## src/rtl/mem_arbiter.sv

```systemverilog
// Shares one word-wide, byte-addressed memory between an I-fill and a D requester.
// Burst reads with fixed wait states and single-word writes. ARB_RR_EN selects round-robin ties.
module mem_arbiter #(
    parameter int unsigned ADDR_WIDTH = 16,
    parameter int unsigned LAT        = 4,
    parameter int unsigned BURST      = 8
) (
    input  logic                  clk,
    input  logic                  rst,
    input  logic                  i_req,
    input  logic [ADDR_WIDTH-1:0] i_addr,
    input  logic                  d_req,
    input  logic                  d_wr,
    input  logic [ADDR_WIDTH-1:0] d_addr,
    input  logic [15:0]           d_wdata,
    output logic                  i_grant,
    output logic                  d_grant,
    output logic                  rd_valid,
    output logic [15:0]           rd_data,
    output logic [ADDR_WIDTH-1:0] rd_addr,
    output logic                  rd_dst,
    output logic                  done,
    output logic                  busy,
    output logic                  mem_enable,
    output logic                  mem_wr,
    output logic [ADDR_WIDTH-1:0] mem_addr,
    output logic [15:0]           mem_data_in,
    input  logic [15:0]           mem_data_out
);

    localparam int unsigned CntW  = (LAT > 1) ? $clog2(LAT) : 1;
    localparam int unsigned BeatW = (BURST > 1) ? $clog2(BURST) : 1;

    localparam logic [CntW-1:0]       CntInit  = CntW'(LAT - 1);
    localparam logic [BeatW-1:0]      BeatLast = BeatW'(BURST - 1);
    localparam logic [ADDR_WIDTH-1:0] RdMask   = ~ADDR_WIDTH'(2 * BURST - 1);
    localparam logic [ADDR_WIDTH-1:0] WrMask   = ~ADDR_WIDTH'(1);

    typedef enum logic [0:0] {StIdle, StAccess} state_e;

    state_e                state_q, state_d;
    logic                  owner_q, owner_d;
    logic                  wr_q, wr_d;
    logic [15:0]           wdata_q, wdata_d;
    logic [ADDR_WIDTH-1:0] base_q, base_d;
    logic [BeatW-1:0]      beat_q, beat_d;
    logic [CntW-1:0]       cnt_q, cnt_d;

    logic                  d_wins;
    logic [ADDR_WIDTH-1:0] sel_addr;
    logic [ADDR_WIDTH-1:0] beat_addr;

`ifdef ARB_RR_EN
    // Side granted most recently: 0 = I, 1 = D. Resets to I so D wins the first tie.
    logic last_d_q;

    always_ff @(posedge clk) begin
        if (rst) begin
            last_d_q <= 1'b0;
        end else if (i_grant || d_grant) begin
            last_d_q <= d_grant;
        end
    end

    assign d_wins = d_req & (~i_req | ~last_d_q);
`else
    assign d_wins = d_req;
`endif

    assign beat_addr = base_q + ADDR_WIDTH'({beat_q, 1'b0});

    always_comb begin
        state_d     = state_q;
        owner_d     = owner_q;
        wr_d        = wr_q;
        wdata_d     = wdata_q;
        base_d      = base_q;
        beat_d      = beat_q;
        cnt_d       = cnt_q;
        sel_addr    = '0;
        i_grant     = 1'b0;
        d_grant     = 1'b0;
        rd_valid    = 1'b0;
        rd_data     = '0;
        rd_addr     = '0;
        rd_dst      = 1'b0;
        done        = 1'b0;
        busy        = 1'b0;
        mem_enable  = 1'b0;
        mem_wr      = 1'b0;
        mem_addr    = '0;
        mem_data_in = '0;

        // Everything visible is gated by rst so an aborted transfer never writes or completes.
        if (!rst) begin
            unique case (state_q)
                StIdle: begin
                    if (i_req || d_req) begin
                        d_grant  = d_wins;
                        i_grant  = ~d_wins;
                        owner_d  = d_wins;
                        wr_d     = d_wins & d_wr;
                        wdata_d  = d_wdata;
                        sel_addr = d_wins ? d_addr : i_addr;
                        base_d   = (d_wins && d_wr) ? (sel_addr & WrMask) : (sel_addr & RdMask);
                        beat_d   = '0;
                        cnt_d    = CntInit;
                        state_d  = StAccess;
                    end
                end
                StAccess: begin
                    busy        = 1'b1;
                    mem_enable  = 1'b1;
                    mem_addr    = {beat_addr[ADDR_WIDTH-1:1], 1'b0};
                    mem_data_in = wdata_q;
                    cnt_d       = cnt_q - 1'b1;
                    if (cnt_q == '0) begin
                        if (wr_q) begin
                            mem_wr  = 1'b1;
                            done    = 1'b1;
                            cnt_d   = '0;
                            state_d = StIdle;
                        end else begin
                            rd_valid = 1'b1;
                            rd_data  = mem_data_out;
                            rd_addr  = {beat_addr[ADDR_WIDTH-1:1], 1'b0};
                            rd_dst   = owner_q;
                            if (beat_q == BeatLast) begin
                                done    = 1'b1;
                                cnt_d   = '0;
                                beat_d  = '0;
                                state_d = StIdle;
                            end else begin
                                beat_d = beat_q + 1'b1;
                                cnt_d  = CntInit;
                            end
                        end
                    end
                end
                default: state_d = StIdle;
            endcase
        end
    end

    always_ff @(posedge clk) begin
        if (rst) begin
            state_q <= StIdle;
            owner_q <= 1'b0;
            wr_q    <= 1'b0;
            wdata_q <= '0;
            base_q  <= '0;
            beat_q  <= '0;
            cnt_q   <= '0;
        end else begin
            state_q <= state_d;
            owner_q <= owner_d;
            wr_q    <= wr_d;
            wdata_q <= wdata_d;
            base_q  <= base_d;
            beat_q  <= beat_d;
            cnt_q   <= cnt_d;
        end
    end

endmodule

```

## config.mk

```make
export PLATFORM = sky130hd
export DESIGN_NAME = mem_arbiter
export DESIGN_NICKNAME = d
export VERILOG_FILES = /design/src/rtl/mem_arbiter.sv
export SDC_FILE = /design/constraint.sdc
export NUM_CORES = 1
export LEC_CHECK = 0
export ABC_AREA = 1
export CORE_ASPECT_RATIO = 0.8
export CORE_MARGIN = 5
export CORE_UTILIZATION = 42
export DETAILED_ROUTE_END_ITERATION = 7
export GPL_ROUTABILITY_DRIVEN = 0
export GPL_TIMING_DRIVEN = 0
export PLACE_DENSITY = 0.83
export SKIP_LAST_GASP = 1
export SYNTH_ARGS = -nofsm -noshare
export SYNTH_HDL_FRONTEND = slang
export SYNTH_SLANG_ARGS = --single-unit
```

## constraint.sdc

```tcl
create_clock -name clk -period 3.2 [get_ports clk]
set_clock_uncertainty 0.2 [all_clocks]
set_input_delay 0.64 -clock clk [delete_from_list [all_inputs] [get_ports clk]]
set_output_delay 0.64 -clock clk [all_outputs]
set_load 0.03 [all_outputs]
```

==> results of run 1 <==
==> worst paths after layout <==
kind	from	endpoint	slack, ps	cells after the start
max	rst	rd_addr[3]	40	6
max reg2reg	state_q$_SDFF_PP0_	wdata_q[2]$_SDFFE_PP0P_	1680	6
min reg2reg	wdata_q[14]$_SDFFE_PP0P_	wdata_q[14]$_SDFFE_PP0P_	260	2
min	wdata_q[14]$_SDFFE_PP0P_	wdata_q[14]$_SDFFE_PP0P_	260	2
==> cells in the mapped netlist <==
cell	count	share of area, %
nor2_1	108	16
nand2_1	106	16
inv_1	41	6.1
dfxtp_1	39	31
o21ai_0	35	7.0
a31oi_1	12	3.0
a21oi_1	11	2.2
nand3_1	10	2.0
buf_2	7	1.4
clkbuf_1	7	1.0
buf_4	5	1.5
ha_1	5	2.5
inv_2	5	0.75
nand4_1	5	1.2
nor3_1	5	1.0
nand2_2	3	0.75
nor2_2	3	0.75
o21bai_1	3	0.90
buf_6	2	0.90
a21o_1	1	0.30
buf_1	1	0.15
clkbuf_2	1	0.20
conb_1	1	0.15
fa_1	1	0.80
nand3b_1	1	0.30
nor2_4	1	0.45
nor4_1	1	0.25
o21a_1	1	0.30
o21ai_1	1	0.20
o21ai_2	1	0.35
xor2_1	1	0.35
==> per-layer routing <==
metal	part of all wire [%]	up-vias	routed length, µm	track usage (%)
met4	1.4	0	120	6.02
met2	45	138	3780	36.1
met3	11	12	928	5.30
met1	42	1352	3520	26.6
met5	0	-	0	0
li1	-	1603	-	-
==> through the flow <==
step	cells	TNS, ps
2_1_floorplan	425	0
3_3_place_gp	638	-7170
3_5_place_dp	638	-8370
4_1_cts	646	-141
5_1_grt	646	-45.9
6_report	646	0
==> worst max-delay path, stage by stage <==
cell and delay, ps:
clkdlybuf4s50_1 510, inv_2 160, nand2_2 120, buf_2 210
nor4_1 380, clkbuf_2 280
==> flip-flops by register name, indices dropped and copies added, names as in the netlist <==
register and cells:
base_q 15, beat_q 3, cnt_q 2, owner_q 1, state_q 1, wdata_q 16, wr_q 1
==> power groups by stage <==
stage	logic, µW	clock network (µW)	registers [µW]
2_1_floorplan	249	0	572
3_3_place_gp	416	0	583
3_5_place_dp	426	0	586
4_1_cts	417	326	575
5_1_grt	456	345	582
6_report	414	321	578
==> final cells by class <==
class / count / area [µm²] / share of cell area [%]
Multi-Input combinational cell: 317 / 1440 / 37.3
Sequential cell: 39 / 781 / 20.2
Buffer: 23 / 133 / 3.44
Inverter: 46 / 173 / 4.47
Tap cell: 81 / 101 / 2.63
Timing Repair Buffer: 132 / 1150 / 29.7
Clock buffer: 6 / 72.6 / 1.88
Clock inverter: 2 / 12.5 / 0.324
==> kinds of logic (layout without fill, tap and decap cells) <==
| group | Yosys count | after routing | share of synthesized area (%) |
|---|---|---|---|
| AND/OR/NAND/NOR | 243 | 243 | 38.8 |
| buffers and inverters | 69 | 209 | 12.1 |
| AO/OA/AOI/OAI | 65 | 65 | 14.2 |
| flip-flops | 39 | 39 | 31.1 |
| adder cells (fa/ha/maj) | 6 | 6 | 3.29 |
| other | 1 | 2 | 0.150 |
| XOR/XNOR | 1 | 1 | 0.349 |
==> what timing repair did <==
item	CTS	global route
resized for setup	73	67
hold endpoints to repair	0	0
cloned	0	0
pin swaps	1	0
endpoints found under the setup margin	53	45
buffers inserted	0	0
==> results.toml, run 1 <==
[run_status]
outcome = "complete, no violations"

[logic_synthesis]
synthCells = 424
synth_area_um2 = 2510
yosysSeqAreaShare_pct = 31.1
ys_types = 31
synth_seq_cells = 39
yosysWarnings = 0
avgSynthCellArea_um2 = 5.91

[clock_tree]
clk_path_buf_depth = 2
clock_sinks = 39
cts_tree = "built"
numCtsBuffers = 5
clk_pin_slew_ps = 70
clock_latency_ps = 290
hold_buffers = 0
htreeDepth = 2
clockRootBuffer = "clkbuf_8"

[placement]
dpl.hpwl_um = 6770
place_ws_ps = -446
port_buffers = 132
place_area_um2 = 3930

[floorplanning]
die_w_um = 96.4
initial_core_util_pct = 42.9
die-area_um2 = 7630
rows = 25
core_area_um2 = 5850
die_h_um = 79.1
pin_count = 141

[power]
p_leak_uw = 0.00185
p_per_area_nw_per_um2 = 340
p_total_uw = 1310
sw_frac_of_total_pct = 34.3
clkPwrFrac_pct = 24.4
net-switching-power_uw = 451
max-vdd-ir-drop_v = 0.000216
p_comb_share_pct = 31.6
intPower_uw = 862
p_seq_share_pct = 44.0

[grt]
antenna_found_initial = 0
grt_max_degree = 13
grt_pass1_vias = 2996
gr-usage-all-layers_pct = 21.3
grt_remaining_overflow = 0
grt_pass1_wl_um = 13200

[final_layout]
fin_util_pct = 66.0
area_delta_synth_final_pct = 53.9
mostFrequentLayoutCells = "nor2_1 (108), nand2_1 (106), clkdlybuf4s50_1 (81)"
fin_area_um2 = 3860
antennaDiodeCount = 0
final_common_cell = "nor2_1"
n_fill_cell = 567
finalNetCount = 639
drive_gt1_share_pct = 12.9

[sta]
period_needed_ps = 3160
hold-worst-slack_ps = 265
rsz0062_at_grt = "yes"
worst_slack_ps = 44.9
timing.fmax_mhz = 317
finalSetupViolCount = 0
maxSlewViolCount = 0
period_share_pct = 98.6
finalHoldViolations = 0

[worst_setup_path]
cp.arrival_ps = 2320
crit_fanout = 10
worstSetupStartpointType = "primary input"
worstSetupEndpointType = "output port"
required_ps = 2360
critical_path_class = "primary input to output port"

[job]
drv_cap = 0

[route]
totalWireLength_um = 8340
antenna_left = 0
drt_iter0_markers = 180
routedWlPerCell_um = 12.9
vias = 3105
drc = 0
drt-pass1-iter-count = 5
viasPerCell = 4.81

[worst_hold_path]
worstHoldPathType = "flip-flop to flip-flop"
Note: power is estimated with default switching activity, not from simulation.
==> run 2, diff against run 1 <==
--- a/config.mk
+++ b/config.mk
@@ -6,13 +6,14 @@
 export NUM_CORES = 1
 export LEC_CHECK = 0
 export ABC_AREA = 1
+export CAP_MARGIN = 20
 export CORE_ASPECT_RATIO = 0.8
 export CORE_MARGIN = 5
 export CORE_UTILIZATION = 42
 export DETAILED_ROUTE_END_ITERATION = 7
 export GPL_ROUTABILITY_DRIVEN = 0
 export GPL_TIMING_DRIVEN = 0
-export PLACE_DENSITY = 0.83
+export PLACE_DENSITY = 0.87
 export SKIP_LAST_GASP = 1
 export SYNTH_ARGS = -nofsm -noshare
 export SYNTH_HDL_FRONTEND = slang
==> run 2 against run 1 <==
Sequential share of layout area shrank 0.18 points. Non-clock buffer count is the same. Largest power group unchanged. Highest routed layer unchanged. Cell count is the same.
==> results.toml, run 2 (same netlist as run 1, synthesis figures left out) <==
[run_status]
outcome = "complete, no violations"

[worst_setup_path]
path_delay_family = "buffers and inverters"
slowest_delay_ps = 690
crit_top_cell = "clkdlybuf4s50_1"
worstSetupStartpointType = "primary input"
crit_fanout = 10
reg2regPathDepth = 5
r2r_start = "beat_q[0]$_SDFFE_PP0P_"
timing.critical_path.buf_inv = 3
cp.depth = 4
path_cells = "clkdlybuf4s50_1, clkbuf_2, nor2_1, clkdlybuf4s50_1"
r2r_end = "state_q$_SDFF_PP0_"
critical_path_class = "primary input to output port"
crit_slowest_cell = "clkdlybuf4s50_1"
required_ps = 2360
reg2reg_slack_ps = 1620
worstSetupEndpointType = "output port"
cp.arrival_ps = 2300

[floorplanning]
die_h_um = 79.1
initial_core_util_pct = 42.9
die_w_um = 96.4
die-area_um2 = 7630
pin_count = 141
rows = 25
core_area_um2 = 5850

[final_layout]
regMostFlops = "wdata_q"
top_regs = "wdata_q: 16 flops, base_q: 15 flops, beat_q: 3 flops"
area_delta_synth_final_pct = 55.2
final_common_cell = "nor2_1"
drive_gt1_share_pct = 12.9
largest_reg_flops = 16
fin_area_um2 = 3890
mostFrequentLayoutCells = "nor2_1 (108), nand2_1 (106), clkdlybuf4s50_1 (81)"
finalNetCount = 639
antennaDiodeCount = 0

[sta]
period_needed_ps = 3140
finalSetupViolCount = 0
maxSlewViolCount = 0
rsz0062_at_grt = "no"
period_share_pct = 98.0
timing.fmax_mhz = 319
hold-worst-slack_ps = 262
finalHoldViolations = 0

[clock_tree]
post_cts_buffers = 0
clk_path_buf_depth = 2
htreeDepth = 2
clockRootBuffer = "clkbuf_8"
clock_latency_ps = 300
numCtsBuffers = 5
clock_sinks = 39
cts_tree = "built"
clk_pin_slew_ps = 80

[route]
vias = 3074
antenna_left = 0
drt_iter0_markers = 181
drc = 0
routedWlPerCell_um = 12.6
totalWireLength_um = 8120
viasPerCell = 4.76
drt-pass1-iter-count = 5

[placement]
port_buffers = 132
place_area_um2 = 3930
dpl.hpwl_um = 6500

[worst_hold_path]
worstHoldPathType = "flip-flop to flip-flop"
worstHoldStart = "wdata_q[14]$_SDFFE_PP0P_"
hold_depth = 2
hold_path_end = "wdata_q[14]$_SDFFE_PP0P_"

[power]
p_comb_share_pct = 29.4
sw_frac_of_total_pct = 32.9
clkPwrFrac_pct = 29.6
net-switching-power_uw = 463
p_seq_share_pct = 41.0
p_leak_uw = 0.00185
p_per_area_nw_per_um2 = 361
max-vdd-ir-drop_v = 0.000218
intPower_uw = 944

[grt]
antenna_found_initial = 0
grt_remaining_overflow = 0
grt_pass1_vias = 2778
grt_max_degree = 15
gr-usage-all-layers_pct = 20.5
grt_pass1_wl_um = 12600

[job]
drv_cap = 0
run 2: cell types whose count changed in the layout (fill, tap and decap cells not counted), sizes merged:
cell and delta:
buf -2, bufinv +1, clkdlybuf4s15 +1, clkinv -1
dlygate4sd2 +1, dlymetal6s2s -1, inv +1
run 2: how the worst max path moves through the flow:
stage                                       from          to  slack [ps]
after floorplan           beat_q[0]$_SDFFE_PP0P_  rd_addr[3]         250
after global placement                       rst  rd_addr[3]        -280
after detailed placement                     rst  rd_addr[3]        -330
after CTS                 beat_q[0]$_SDFFE_PP0P_  rd_addr[5]         -90
after global routing      beat_q[0]$_SDFFE_PP0P_  rd_addr[5]           8
final                                        rst     d_grant          60
run 2: through the flow:
step / instances / util, % / worst slack, ps / setup TNS (ps) / power, µW
floorplan: 425 / - / 246 / 0 / 821
global placement: 638 / 67.3 / -284 / -6680 / 999
detailed placement: 638 / 67.3 / -335 / -8900 / 1010
CTS: 646 / 68.5 / -90.0 / -90.0 / 1410
global route: 646 / 66.5 / 7.89 / 0 / 1490
finish: 646 / 66.5 / 63.6 / 0 / 1410
run 2: timing repair:
item / in CTS / in global routing
gates resized for setup: 70 / 68
pin swaps: 1 / 1
hold buffers: 0 / 0
setup endpoints to repair: 58 / 36
run 2: power by group through the flow:
stage / clock network (µW) / registers (µW) / logic (µW)
CTS: 423 / 574 / 416
finish: 417 / 576 / 414
floorplan: 0 / 572 / 249
global placement: 0 / 582 / 417
global route: 446 / 582 / 459
detailed placement: 0 / 585 / 425
run 2: final cells by class:
type	count	area, µm²
fill	547	1960
multi-input combinational	317	1440
timing repair buffer	132	1150
sequential	39	781
inverter	46	173
buffer	23	133
tap	81	101
clock buffer	5	68.8
clock inverter	3	46.3
run 2: worst register-to-register path, delay by kind of cell (launching register included):
| family | cells | cell delay, ps |
|---|---|---|
| adders and majority gates | 2 | 440 |
| DFF | 1 | 350 |
| and+or+nand+nor | 1 | 120 |
| AOI/OAI and AO/OA | 2 | 420 |
run 2: routing by layer:
metal	part of all wire [%]	track usage [%]	vias up
met1	43	26.6	1331
met2	44	32.9	133
met3	12	6.06	10
met5	0	0	-
met4	1.2	6.30	0
li1	-	-	1600
==> run 3, diff against run 2 <==
--- a/config.mk
+++ b/config.mk
@@ -12,7 +12,7 @@
 export CORE_UTILIZATION = 42
 export DETAILED_ROUTE_END_ITERATION = 7
 export GPL_ROUTABILITY_DRIVEN = 0
-export GPL_TIMING_DRIVEN = 0
+export HOLD_SLACK_MARGIN = 0.03
 export PLACE_DENSITY = 0.87
 export SKIP_LAST_GASP = 1
 export SYNTH_ARGS = -nofsm -noshare
==> run 3 against run 2 <==
Cell count down 2.3%. Sequential cell count unchanged. Fmax up 2.3%. Clock power up 4.8%. Setup slack better by 69 ps. Design area down 0.51%. Via count about the same. Core utilization down 0.34 points. Global-route usage down 0.29 points. Sequential power about the same. Worst hold slack better by 7.1 ps. Critical path type is now flip-flop to output port. Highest routed layer unchanged.
==> results.toml, run 3 (same netlist as run 1, synthesis figures left out) <==
[grt]
antenna_found_initial = 0
gr-usage-all-layers_pct = 20.3
grt_max_degree = 40
grt_pass1_wl_um = 12600
grt_pass1_vias = 2876
grt_remaining_overflow = 0

[route]
viasPerCell = 4.87
drt_iter0_markers = 144
routedWlPerCell_um = 12.6
vias = 3073
antenna_left = 0
drc = 0
totalWireLength_um = 7930
drt-pass1-iter-count = 4

[final_layout]
drive_gt1_share_pct = 18.0
multi_input_comb_area_um2 = 1440
n_fill_cell = 507
fin_cells = 631
top_regs = "wdata_q: 16 flops, base_q: 15 flops, beat_q: 3 flops"
mostFrequentLayoutCells = "nor2_1 (108), nand2_1 (106), buf_4 (73)"
regMostFlops = "wdata_q"
final_common_cell = "nor2_1"
finalNetCount = 624
area_delta_synth_final_pct = 54.4
antennaDiodeCount = 0
largest_reg_flops = 16
final-seq-area_um2 = 781

[sta]
finalSetupViolCount = 0
rsz0062_at_grt = "no"
finalHoldViolations = 0
maxSlewViolCount = 0
tns_ps = 0
period_needed_ps = 3070
timing.fmax_mhz = 326
period_share_pct = 95.9

[clock_tree]
clock_latency_ps = 290
htreeDepth = 2
hold_buffers = 0
clk_pin_slew_ps = 80
numCtsBuffers = 5
clk_path_buf_depth = 2
clockRootBuffer = "clkbuf_8"
clock_sinks = 39
cts_tree = "built"

[worst_hold_path]
worstHoldPathType = "flip-flop to flip-flop"

[worst_setup_path]
worstSetupEndpointType = "output port"
crit_fanout = 5
cp.arrival_ps = 2230
critical_path_class = "flip-flop to output port"
crit_slowest_cell = "fa_1"
crit_top_cell = "inv_1"
required_ps = 2360
slowest_delay_ps = 460
path_cells = "ha_2, inv_1, fa_1, o21ai_4, inv_1, o21bai_1, nand2_1, nor2_1, buf_4"
worstSetupStartpointType = "flip-flop"

[run_status]
outcome = "complete, no violations"

[job]
drv_cap = 0

[floorplanning]
die_w_um = 96.4
pin_count = 141
die-area_um2 = 7630
initial_core_util_pct = 42.9
rows = 25
die_h_um = 79.1
core_area_um2 = 5850

[placement]
dpl.cell_count = 623
dpl.hpwl_um = 6050
port_buffers = 133

[power]
p_per_area_nw_per_um2 = 367
max-vdd-ir-drop_v = 0.000291
p_leak_uw = 0.00184
run 3: critical path, delay by kind of cell (launching register included):
family | cells | cell delay, ps
flip-flops | 1 | 410
adder cells (fa/ha/maj) | 2 | 700
AO/OA/AOI/OAI | 2 | 340
buffers and inverters | 3 | 310
AND/OR/NAND/NOR | 2 | 200
run 3: area by class of cell:
type | count | area share (%)
multi-input cells | 317 | 37.1
repair buffers | 140 | 32.5
flip-flops and latches | 39 | 20.2
inverters | 46 | 4.46
well taps | 81 | 2.62
clock buffers | 6 | 2.13
clock inverters | 2 | 1.00
run 3: path summary, 6_finish.rpt:
kind | startpoint | end | slack (ps) | cells past startpoint
setup / recovery | beat_q[0]$_SDFFE_PP0P_ | rd_addr[13] | 130 | 9
hold / removal | wdata_q[14]$_SDFFE_PP0P_ | wdata_q[14]$_SDFFE_PP0P_ | 270 | 2
setup reg to reg | state_q$_SDFF_PP0_ | beat_q[1]$_SDFFE_PP0P_ | 1190 | 8
hold reg to reg | wdata_q[14]$_SDFFE_PP0P_ | wdata_q[14]$_SDFFE_PP0P_ | 270 | 2
run 3: metal layers:
layer  track usage (%)  vias up  part of all wire, %
met4              5.18        0                 0.86
met2              32.9      140                   45
li1                  -     1572                    -
met5                 0        -                    0
met1              26.7     1354                   43
met3              5.02        7                   12
run 3: repair_timing:
item	CTS	global route
buffers inserted	0	0
resized for setup	0	3
setup endpoints to repair	0	5
run 3: report_power, final:
| part | total, µW | switching (µW) | internal (µW) | leakage (µW) |
|---|---|---|---|---|
| clock network | 437 | 181 | 256 | 0.0000618 |
| logic | 407 | 234 | 173 | 0.00145 |
| registers | 576 | 43.0 | 533 | 0.000324 |
| total | 1420 | 458 | 963 | 0.00184 |
run 3: through the flow:
stage          worst slack (ps)  cell area (µm²)  power, µW  hold WS [ps]  utilization (%)
3_5_place_dp                292             3740        990           257             64.0
2_1_floorplan               246             2510        821           230                -
6_report                    133             3870       1420           269             66.2
5_1_grt                    6.93             3870       1490           292             66.2
4_1_cts                    89.1             3860       1420           268             66.0
3_3_place_gp                288             3740        978           239             64.0
==> patch 1, RTL diff (settings of run 2) <==
Set the parameter `LAT` to 8 (it was 4).
--- a/src/rtl/mem_arbiter.sv
+++ b/src/rtl/mem_arbiter.sv
@@ -3,5 +3,5 @@
 module mem_arbiter #(
     parameter int unsigned ADDR_WIDTH = 16,
-    parameter int unsigned LAT        = 4,
+    parameter int unsigned LAT        = 8,
     parameter int unsigned BURST      = 8
 ) (
Check against the original RTL: not equivalent (a bounded check fails within 10 cycles, from zero or initial values and one cycle with rst high).
==> patch 1 against run 2 <==
Sequential share of layout area hardly changed. Non-clock buffer count stayed put. Cell area grew 2.4%. Setup slack lost 0.0060 ns. Sequential power grew 3%. Total power shrank 2.6%. Routed wire length rose by 7.1%. Clock power down 15%. Utilization fell by 0.19 points. Sequential cell count up 1. Synthesized area grew 5.5%. Largest cell class unchanged.
==> patch 1: results (changes against run 2) <==
Global route
  – Vias in the first global route: 3,212 (+16%)
  – Largest net degree at the start of global routing: 13 (-2)
  – Met1 GRT Util: 25.1% (-1.5 points)
  – Met2 Track Usage GR: 39.1% (+6.3 points)
  – First-pass GRT wire length: 14,300 um (+13%)
  – Remaining global-route overflow: 0 (unchanged)
  – Number of antenna violations at the first check in global routing: 0 (unchanged)
  – Met3 Use GR: 5.92% (-0.14 points)
  – GRT Util Overall: 21.6% (+1.1 points)

Cells and area
  – Layout Nets: 652 (+2.0%)
  – Fraction of layout cells with a size suffix above 1: 15.5% (+2.5 points)
  – Largest registers: wdata_q (16), base_q (15)

Worst setup path
  – Crit-path max cell delay: 0.48 ns (-0.21 ns)
  – Worst Path Arrival: 2.30 ns (about the same)
  – Worst-path fanout max: 10 (unchanged)

Detailed routing
  – DRT iter0 DRCs: 172 (-5.0%)
  – Final WL: 8690 um (+7.1%)
  – Vias per cell: 4.98 (+4.7%)

Power
  – Switching power: 0.468 mW (+1.0%)
  – Max VDD drop: 229 uV (+5.1%)
  – Pleak: 1.93 nW (+4.7%)

CTS
  – Root buf cell: clkbuf_8
  – H-tree Lvls: 2 (unchanged)
  – Buffer count from post-CTS setup fixing: 0 (unchanged)
  – Clk pin slew, worst setup/hold paths: 0.08 ns (about the same)
  – Clk buf depth: 2 (unchanged)

Synthesis
  – Main area contributors after synthesis: dfxtp_1 (30%), nor2_1 (16%), nand2_1 (13%)
  – Commonest cells in the synthesized netlist: nor2_1 (111), nand2_1 (95), inv_1 (44), dfxtp_1 (40), o21ai_0 (37)
  – Yosys cell types: 32 (+3.2%)
  – Seq/Total Area, Yosys: 30.3% (-0.86 points)
  – Synth warnings: 0 (unchanged)

Outcome
  – Outcome: finished clean

Place
  – Final HPWL DP: 7120 um (+9.5%)
-- patch 1: cell types whose count changed in the layout (fill, tap and decap cells not counted), moves of 3 or more --
cell | before | now
a21oi_1 | 11 | 6
clkbuf_2 | 30 | 34
inv_1 | 41 | 44
inv_2 | 5 | 8
nand2_1 | 106 | 95
nand2_2 | 3 | 10
nand3_1 | 10 | 13
nor2_1 | 108 | 111
-- patch 1: path summary, 6_finish.rpt --
kind                from           to  cells after the start  slack [ns]
min          wdata_q[14]  wdata_q[14]                      2        0.26
max reg2reg    beat_q[0]     cnt_q[1]                      8        1.48
min reg2reg  wdata_q[14]  wdata_q[14]                      2        0.26
max                  rst   rd_addr[6]                      6        0.06
-- patch 1: stage by stage --
stage               cells  cell area [um^2]  setup TNS [ns]  worst slack (ns)  hold WS (ns)
CTS                   657              4110         -0.0555           -0.0555         0.260
finish                657              3990               0            0.0576         0.256
global route          657              3990         -0.0482           -0.0125         0.292
floorplan             436              2650               0             0.214         0.230
detailed placement    649              4070           -9.32            -0.271         0.248
global placement      649              4070           -8.42            -0.240         0.243
-- patch 1: repair_timing --
item | in CTS | in global routing
endpoints found under the setup margin | 52 | 41
resized for setup | 59 | 74
endpoints found under the hold margin | 0 | 0
pin swaps | 0 | 0
cloned | 0 | 0
-- patch 1: cells by family (layout without fill, tap and decap cells) --
| family | Yosys count | after routing | share of synthesized area, % |
|---|---|---|---|
| fa+ha+maj | 8 | 8 | 4.07 |
| compound gates | 62 | 62 | 13.5 |
| flops | 40 | 40 | 30.3 |
| other cells | 1 | 2 | 0.142 |
| buf+inv | 75 | 215 | 12.6 |
| simple gates | 248 | 248 | 39.1 |
| xor+xnor | 1 | 1 | 0.331 |
-- patch 1: final cells by class --
cell class	count	area [um^2]
flip-flops and latches	40	801
multi-input cells	321	1520
clock inverters	1	7.51
well taps	81	101
clock buffers	7	86.3
repair buffers	132	1130
inverters	52	195
plain buffers	23	143
fillers	550	2020
-- patch 1: power by group through the flow --
stage | clock [mW] | combinational, mW | sequential (mW)
5_1_grt | 0.381 | 0.470 | 0.598
3_5_place_dp | 0 | 0.434 | 0.601
2_1_floorplan | 0 | 0.259 | 0.587
3_3_place_gp | 0 | 0.421 | 0.598
6_report | 0.354 | 0.424 | 0.593
4_1_cts | 0.358 | 0.426 | 0.590
-- patch 1: per-layer routing --
metal	vias up	wire (um)
li1	1635	-
met1	1469	3610
met2	154	4110
met3	16	797
met4	0	172
met5	-	0
-- patch 1: critical path, delay by kind of cell --
kind,cells,cell delay (ns)
buf+inv,4,1.31
simple gates,2,0.35
==> patch 2, RTL diff (flow settings as in run 2) <==
Made on the original files. `wdata_q` no longer has a reset.
--- a/src/rtl/mem_arbiter.sv
+++ b/src/rtl/mem_arbiter.sv
@@ -148,5 +148,4 @@
             owner_q <= 1'b0;
             wr_q    <= 1'b0;
-            wdata_q <= '0;
             base_q  <= '0;
             beat_q  <= '0;
@@ -156,5 +155,4 @@
             owner_q <= owner_d;
             wr_q    <= wr_d;
-            wdata_q <= wdata_d;
             base_q  <= base_d;
             beat_q  <= beat_d;
@@ -163,4 +161,8 @@
     end
 
+    always_ff @(posedge clk) begin
+        wdata_q <= wdata_d;
+    end
+
 endmodule
 
Function: no difference found for any inputs over 10 cycles, from zero or initial values and one cycle with rst high; that may be too few to reach the edited logic, so the function may still have changed.
==> patch 2 against run 2 <==
Total power up 0.12%. Largest cell class is now non-clock buffers. Routed wire length up 4.6%. Sequential cell count unchanged. Synthesized area up 1.1%. Register-to-register slack worse by 0.48 ns. Cell area up 5.0%. Clock power down 25%. Cell count down 8.2%. Setup slack better by 0.041 ns. Die area up 0.97%.
==> patch 2: results (changes against run 2) <==
Synthesis
  – Synth Instances: 370 (-13%)
  – EDFF count, synth: 16 (+16)
  – Top_reg_cell synth: dfxtp_1
  – Fraction of registers with async set/reset: 0% (unchanged)
  – Yosys cell types: 33 (+6.5%)
  – Commonest cells in the synthesized netlist: nand2_1 (82), nor2_1 (74), inv_1 (52), dfxtp_1 (23), o21ai_0 (23)
  – Synth warnings: 0 (unchanged)
  – Seq/Total Area, Yosys: 37.1% (+6.0 points)
  – Main area contributors after synthesis: edfxtp_1 (19%), dfxtp_1 (18%), nand2_1 (12%)

Cells and area
  – N_diodes: 0 (unchanged)
  – Largest registers: wdata_q (16), base_q (15), beat_q (3)
  – Fraction of layout cells with a size suffix above 1: 10.7% (-2.2 points)

Hold path
  – Hold crit path type: reg -> reg
  – Worst hold path depth: 2 (unchanged)

Worst setup path
  – Crit-path max cell delay: 0.72 ns (+0.03 ns)
  – Worst-path fanout max: 10 (unchanged)
  – Crit path max-delay cell type: clkdlybuf4s50_1
  – Worst Path Arrival: 2.26 ns (-0.04 ns)
  – Top delay family on crit path: buffers and inverters
  – R2r worst-path depth: 5 (unchanged)

Power
  – Max VDD drop: 282 uV (+29%)
  – Pleak: 1.96 nW (+6.0%)

Outcome
  – Outcome: finished clean

Timing
  – Slew headroom: 52.2%

CTS
  – TritonCTS Buffers: 5 (unchanged)
  – Clock insertion delay at the later pin of the skew report: slightly below 0.3 ns
  – H-tree Lvls: 2 (unchanged)
  – Clk pin slew, worst setup/hold paths: roughly 0.070 ns
  – Root buf cell: clkbuf_8
  – Clk buf depth: 2 (unchanged)
  – Buffer count from post-CTS setup fixing: 0 (unchanged)

Global route
  – Number of antenna violations at the first check in global routing: 0 (unchanged)
  – Largest net degree at the start of global routing: 13 (-2)
  – First-pass GRT wire length: 13,800 um (+9.2%)
  – GRT Util Overall: 21.7% (+1.2 points)
  – Vias in the first global route: 2,915 (+4.9%)

Place
  – Placed insts: 585 (-8.3%)
  – # port buffers: 132 (unchanged)
  – Area after DPL: 3970 um^2 (+0.99%)
  – Dpl ws: -0.145 ns (+0.190 ns)
  – Final HPWL DP: 6950 um (+6.9%)

Detailed routing
  – DRT iter0 DRCs: 180 (-0.55%)
  – Initial DRT Pass Iterations: 5 (unchanged)
  – Final WL: 8490 um (+4.6%)
  – Vias per cell: 4.91 (+3.1%)
  – Drt wl/cell: 14.3 um (+14%)
-- patch 2: final timing paths --
check,end,start,slack [ns]
worst max-delay path,i_grant,d_req,0.10
worst max register to register,wdata_q[4],state_q,1.14
worst min-delay path,wr_q,wr_q,0.26
worst min register to register,wr_q,wr_q,0.26
-- patch 2: what timing repair did --
| action | 4_1_cts | 5_1_grt |
|---|---|---|
| endpoints found under the setup margin | 16 | 23 |
| resized for setup | 40 | 29 |
| hold buffers | 0 | 0 |
| pin swaps | 0 | 1 |
-- patch 2: cells by family (layout without fill, tap and decap cells) --
family	count (synthesis)	in the layout	share of synthesized area [%]
compound gates	51	51	10.8
xor+xnor	1	1	0.346
other cells	1	2	0.148
simple gates	193	193	33.0
mux	6	6	2.37
fa+ha+maj	6	6	3.26
flops	39	39	37.1
buf+inv	73	214	13.0
-- patch 2: area by class of cell --
| cell class | count | area [um^2] |
|---|---|---|
| fillers | 506 | 1790 |
| repair buffers | 133 | 1340 |
| multi-input cells | 259 | 1300 |
| flip-flops and latches | 39 | 943 |
| inverters | 55 | 211 |
| plain buffers | 18 | 118 |
| well taps | 81 | 101 |
| clock buffers | 6 | 72.6 |
| clock inverters | 2 | 8.76 |
-- patch 2: routing by layer --
| layer | vias up | track usage (%) | part of all wire [%] |
|---|---|---|---|
| met5 | - | 0 | 0 |
| met4 | 0 | 5.61 | 1.6 |
| met3 | 17 | 4.72 | 7.0 |
| met2 | 129 | 40.4 | 51 |
| met1 | 1320 | 25.4 | 41 |
| li1 | 1444 | - | - |
-- patch 2: power breakdown --
part | total (mW) | switching, mW | internal (mW) | leakage (nW)
clock network | 0.312 | 0.162 | 0.150 | 0.0426
registers | 0.609 | 0.0429 | 0.566 | 0.341
logic | 0.488 | 0.280 | 0.208 | 1.58
